$ cat src/rtl/bru_q.sv
// Branch resolution unit with an in-order result queue and epoch-based squashing.
// Optional perf counters are enabled by defining BRU_Q_PERF_CNT_EN.
package bru_q_pkg;
  localparam int EPOCH_W = 2;
  localparam int ROB_W   = 5;
  localparam int PHYS_W  = 6;

  typedef enum logic [1:0] {
    UOP_ALU,
    UOP_BRANCH,
    UOP_JUMP,
    UOP_OTHER
  } uop_class_e;

  typedef enum logic [2:0] {
    BR_BEQ,
    BR_BNE,
    BR_BLT,
    BR_BGE,
    BR_BLTU,
    BR_BGEU
  } branch_type_e;

  typedef struct packed {
    uop_class_e          uop_class;
    branch_type_e        branch_type;
    logic                uses_rs1;
    logic                uses_rd;
    logic [31:0]         pc;
    logic [31:0]         imm;
    logic                pred_taken;
    logic [31:0]         pred_target;
    logic [EPOCH_W-1:0]  epoch;
    logic [ROB_W-1:0]    rob_idx;
    logic [PHYS_W-1:0]   prd_new;
  } rs_uop_t;
endpackage

module bru_q
  import bru_q_pkg::*;
#(
  parameter int DEPTH  = 4,
  parameter int PERF_W = 32
) (
  input  logic                       clk,
  input  logic                       rst_n,
  input  logic                       flush,
  input  logic [EPOCH_W-1:0]         cur_epoch,
  input  logic                       req_valid,
  output logic                       req_ready,
  input  rs_uop_t                    req_uop,
  input  logic [31:0]                rs1_val,
  input  logic [31:0]                rs2_val,
  output logic                       wb_valid,
  input  logic                       wb_ready,
  output logic                       wb_uses_rd,
  output logic [EPOCH_W-1:0]         wb_epoch,
  output logic [ROB_W-1:0]           wb_rob_idx,
  output logic [PHYS_W-1:0]          wb_prd_new,
  output logic [31:0]                wb_data,
  output logic [31:0]                wb_pc,
  output logic                       mispredict,
  output logic                       redirect_valid,
  output logic [31:0]                redirect_pc,
  output logic [$clog2(DEPTH+1)-1:0] count,
  output logic [PERF_W-1:0]          perf_br_cnt,
  output logic [PERF_W-1:0]          perf_mp_cnt
);

  localparam int PTR_W = $clog2(DEPTH);
  localparam int CNT_W = $clog2(DEPTH+1);

  typedef struct packed {
    logic               uses_rd;
    logic [EPOCH_W-1:0] epoch;
    logic [ROB_W-1:0]   rob_idx;
    logic [PHYS_W-1:0]  prd_new;
    logic [31:0]        data;
    logic [31:0]        pc;
    logic [31:0]        redirect_pc;
    logic               mispredict;
  } entry_t;

  entry_t           mem [DEPTH];
  entry_t           new_entry;
  entry_t           head;
  logic [PTR_W-1:0] wr_ptr, rd_ptr;

  logic        cond, taken;
  logic [31:0] pc_plus4, br_target, jalr_target, target;
  logic        head_stale, deq, pop, push;

  // Branch condition and target resolution for the incoming uop.
  always_comb begin
    // NOTE: every always_comb output gets a default first so no path leaves a latch.
    cond        = 1'b0;
    taken       = 1'b0;
    pc_plus4    = req_uop.pc + 32'd4;
    br_target   = req_uop.pc + req_uop.imm;
    jalr_target = (rs1_val + req_uop.imm) & ~32'd1;
    target      = pc_plus4;

    case (req_uop.branch_type)
      BR_BEQ:  cond = (rs1_val == rs2_val);
      BR_BNE:  cond = (rs1_val != rs2_val);
      BR_BLT:  cond = ($signed(rs1_val) <  $signed(rs2_val));
      BR_BGE:  cond = ($signed(rs1_val) >= $signed(rs2_val));
      BR_BLTU: cond = (rs1_val <  rs2_val);
      BR_BGEU: cond = (rs1_val >= rs2_val);
      default: cond = 1'b0;
    endcase

    case (req_uop.uop_class)
      UOP_BRANCH: begin
        taken  = cond;
        target = br_target;
      end
      UOP_JUMP: begin
        taken  = 1'b1;
        target = req_uop.uses_rs1 ? jalr_target : br_target;
      end
      default: begin
        taken  = 1'b0;
        target = pc_plus4;
      end
    endcase

    new_entry.uses_rd     = req_uop.uses_rd;
    new_entry.epoch       = req_uop.epoch;
    new_entry.rob_idx     = req_uop.rob_idx;
    new_entry.prd_new     = req_uop.prd_new;
    new_entry.data        = pc_plus4;
    new_entry.pc          = req_uop.pc;
    new_entry.redirect_pc = taken ? target : pc_plus4;
    new_entry.mispredict  = (taken != req_uop.pred_taken) ||
                            (taken && (target != req_uop.pred_target));
  end

  // Queue control: a stale head drains itself without waiting on the consumer.
  assign head       = mem[rd_ptr];
  assign head_stale = (count != '0) && (head.epoch != cur_epoch);
  assign wb_valid   = (count != '0) && !head_stale && !flush;
  assign deq        = wb_valid && wb_ready;
  assign pop        = deq || (head_stale && !flush);
  assign req_ready  = !flush && ((count < CNT_W'(DEPTH)) || pop);
  assign push       = req_valid && req_ready && (req_uop.epoch == cur_epoch);

  assign wb_uses_rd     = head.uses_rd;
  assign wb_epoch       = head.epoch;
  assign wb_rob_idx     = head.rob_idx;
  assign wb_prd_new     = head.prd_new;
  assign wb_data        = head.data;
  assign wb_pc          = head.pc;
  assign redirect_pc    = head.redirect_pc;
  assign mispredict     = wb_valid && head.mispredict;
  assign redirect_valid = deq && head.mispredict;

  // NOTE: the payload array carries no reset; validity lives entirely in count/pointers.
  always_ff @(posedge clk) begin
    if (push) mem[wr_ptr] <= new_entry;
  end

  always_ff @(posedge clk or negedge rst_n) begin
    if (!rst_n) begin
      wr_ptr <= '0;
      rd_ptr <= '0;
      count  <= '0;
    end else if (flush) begin
      wr_ptr <= '0;
      rd_ptr <= '0;
      count  <= '0;
    end else begin
      if (push) wr_ptr <= wr_ptr + PTR_W'(1);
      if (pop)  rd_ptr <= rd_ptr + PTR_W'(1);
      count <= count + CNT_W'(push) - CNT_W'(pop);
    end
  end

`ifdef BRU_Q_PERF_CNT_EN
  always_ff @(posedge clk or negedge rst_n) begin
    if (!rst_n) begin
      perf_br_cnt <= '0;
      perf_mp_cnt <= '0;
    end else begin
      if (deq)            perf_br_cnt <= perf_br_cnt + PERF_W'(1);
      if (redirect_valid) perf_mp_cnt <= perf_mp_cnt + PERF_W'(1);
    end
  end
`else
  assign perf_br_cnt = '0;
  assign perf_mp_cnt = '0;
`endif

endmodule

$ cat config.mk
export PLATFORM = sky130hd
export DESIGN_NAME = bru_q
export DESIGN_NICKNAME = d
export VERILOG_FILES = /design/src/rtl/bru_q.sv
export SDC_FILE = /design/constraint.sdc
export NUM_CORES = 1
export LEC_CHECK = 0
export CORE_MARGIN = 3
export CORE_UTILIZATION = 38
export CTS_CLUSTER_SIZE = 25
export DETAILED_ROUTE_END_ITERATION = 10
export PLACE_DENSITY = 0.68
export SLEW_MARGIN = 15
export SYNTH_ARGS = -nofsm -noshare
export SYNTH_HDL_FRONTEND = slang
export SYNTH_SLANG_ARGS = --single-unit
export TNS_END_PERCENT = 5
$ cat constraint.sdc
create_clock -name clk -period 14 [get_ports clk]
set_input_delay 1.4 -clock clk [delete_from_list [all_inputs] [get_ports clk]]
set_output_delay 1.4 -clock clk [all_outputs]
set_load 0.1 [all_outputs]
==> impl_metrics.yaml <==
run_status:
  status: "finished clean"
clocking:
  clockRootBuffer: "clkbuf_16"
  clock_path_buffers: 3
  hold_buffers: 0
  cts_made_buffers: 45
  tritoncts: "done"
  ctsHtreeMaxLevel: 2
  clkLatencyLatePin_ns: 0.57
  post_cts_buffers: 0
  ctsResizeCount: 0
  clock_sinks: 443
  clk_pin_slew_worst_paths_ns: 0.06
finish:
  ff_latch_area_mm2: 0.0133
  multi_input_comb_area_mm2: 0.0102
  layout_commonest_cell: "edfxtp_1"
  nFillCells: 5570
  final_cell_mix: "edfxtp_1 (436), clkdlybuf4s50_1 (304), mux4_2 (109)"
  nets: 2421
  fin_cells: 3008
  drive_gt1_frac: 0.114
  area_delta_synth_final_pct: 20.6
detailed_routing:
  drc: 0
  drtAntennaViolNets: 0
  vias_per_cell: 5.70
  wl_per_cell_um: 25.5
  first_iter_violations: 1597
  wl_um: 76600
  dr.pass1.iters: 5
  vias: 17100
synth:
  yosys_most_used_dff: "edfxtp_1"
  netlist_area_mm2: 0.0244
  synth_cell_types: 105
  synth_top_cell_area_share: 0.536
  synth-edff-count: 436
  yosysTopAreaCell: "edfxtp_1"
  async_reset_ff_frac: 0.0158
  yosys_warnings: 0
  syn_inst: 1842
  syn_avg_cell_area_um2: 13.3
  seq_area_frac_synth: 0.544
  ys_top_cells_by_area: "edfxtp_1 (54%), mux4_2 (10%), ha_1 (5.2%)"
  synth-seq-cells: 443
floorplanning:
  fp.dieArea_mm2: 0.0673
  core_mm2: 0.0633
  start_util: 0.386
  pin_count: 369
  core.rowCount: 92
  dieHeight_um: 259
  die_x_um: 259
power_and_ir_drop:
  leakagePower_uw: 0.0100
  peakVddDrop_mv: 0.0885
  powerDensity_mw_per_mm2: 154
sta:
  rsz0062_at_grt: "no"
  tns_ns: 0
  finalHoldViolations: 0
  fin_crit_sh: 0.437
  slew_headroom: 0.248
  fmax_mhz: 163
  worst_pin_slew_ns: 1.13
  fin_worst_skew_ns: 0.0184
  final-max-slew-violation-count: 0
  setup_viol: 0
  period_minus_slack_ns: 6.12
critical_path:
  start_kind: "flop"
  crit_fanout: 42
  arrival_ns: 4.72
  r2r_cells: 8
  critPathCaptureType: "primary output"
  reg2reg_from: "rd_ptr[0]"
  crit_type: "reg2out"
  r2r_end: "mem[2][58]"
  required_ns: 12.60
  reg2reg_slack_ns: 9.52
worst_hold_path:
  holdPathEnd: "count[2]"
  worstHoldStart: "count[1]"
  hold_path.class: "reg2reg"
  worstHoldPathCells: 2
global_route:
  track_usage: 0.222
  grt_max_degree: 61
  grt_pass1_wl_um: 112000
  grt_pass1_vias: 17200
  grt_overflow: 0
  antenna_found_initial: 8
placement:
  place_hpwl_um: 56900
  numPortBuffers: 304
  dpl.cell_count: 2927
  gp_congestion: 0.956
flow_run:
  maxCapViolCount: 0
-- power by group --
part           total (µW)  switching, µW  leakage, µW  internal (µW)
combinational        1850           1320      0.00534            526
clock                1150            501     0.000674            645
sequential           1530           44.9      0.00402           1480
total                4520           1870       0.0100           2660
-- layout make-up --
| cell class | instances | area share |
|---|---|---|
| clock buffers | 50 | 0.0389 |
| clock inverters | 29 | 0.00786 |
| well taps | 846 | 0.0359 |
| repair buffers | 321 | 0.108 |
| inverters | 94 | 0.0120 |
| diodes | 2 | 0.000170 |
| multi-input cells | 1223 | 0.347 |
| flip-flops and latches | 443 | 0.451 |
-- critical path: stages (launching register included) --
cell             delay, ns
dfrtp_4               0.91
buf_4                 0.72
buf_4                 0.80
mux4_2                0.62
clkdlybuf4s50_1       1.00
-- per-layer routing --
metal	up-vias	global-route usage	wire [µm]
met5	-	0	68
met1	8538	0.301	32300
li1	7638	-	-
met2	815	0.366	36500
met4	12	0.0649	2010
met3	137	0.0412	5690
-- Yosys cell counts (7+ instances only) --
cell type	n
a221oi_1	7
edfxtp_1	436
o211ai_1	8
o21ai_0	46
nor2_1	103
nand2b_1	12
a211oi_1	16
and2_1	14
nor3_1	46
inv_1	93
or3_1	9
clkbuf_1	43
mux2i_1	26
xor2_1	41
nand4_1	34
o2111ai_1	7
o22ai_1	7
a22oi_1	8
a31oi_1	12
mux4_2	109
buf_4	68
nor2b_1	9
a21oi_1	105
o21a_1	15
a21o_1	18
nand3_1	38
o21ai_1	7
ha_1	102
mux2_2	9
dfrtp_1	7
nor4_1	11
buf_2	13
o31ai_1	9
buf_1	19
and3_1	14
nand2_1	102
xnor2_1	63
and4_1	10
-- registers in the layout, summed over array words and instances (netlist names) --
name,flops
rd_ptr,2
count,3
mem,436
wr_ptr,2
-- metrics by stage --
step	area (µm²)	utilization	hold WS, ns	power, µW	setup WS [ns]
floorplan	24600	-	0.538	2940	7.18
global placement	28100	0.443	0.563	3400	7.84
detailed placement	28100	0.443	0.606	3410	7.83
CTS	29400	0.465	0.613	4550	7.65
global route	29400	0.465	0.638	4680	7.48
finish	29400	0.465	0.606	4520	7.88
-- how the worst max path moves through the flow --
stage / startpoint / to / slack [ns] / cells past startpoint
final: rd_ptr[0] / wb_pc[20] / 7.88 / 4
after global routing: rd_ptr[0] / wb_pc[20] / 7.48 / 4
after CTS: rd_ptr[0] / redirect_pc[29] / 7.65 / 4
after detailed placement: req_uop[80] / mem[1][0] / 7.83 / 13
after global placement: req_uop[78] / mem[0][0] / 7.84 / 15
after floorplan: rd_ptr[0] / mem[0][0] / 7.18 / 9
-- cell families after synthesis --
kind of cell | synth area share
AO/OA/AOI/OAI | 0.104
multiplexers | 0.115
flip-flops | 0.544
adder cells (fa/ha/maj) | 0.0547
other | 0.000154
XOR/XNOR | 0.0384
AND/OR/NAND/NOR | 0.0951
buffers and inverters | 0.0482
Note: power is estimated with default switching activity, not from simulation.
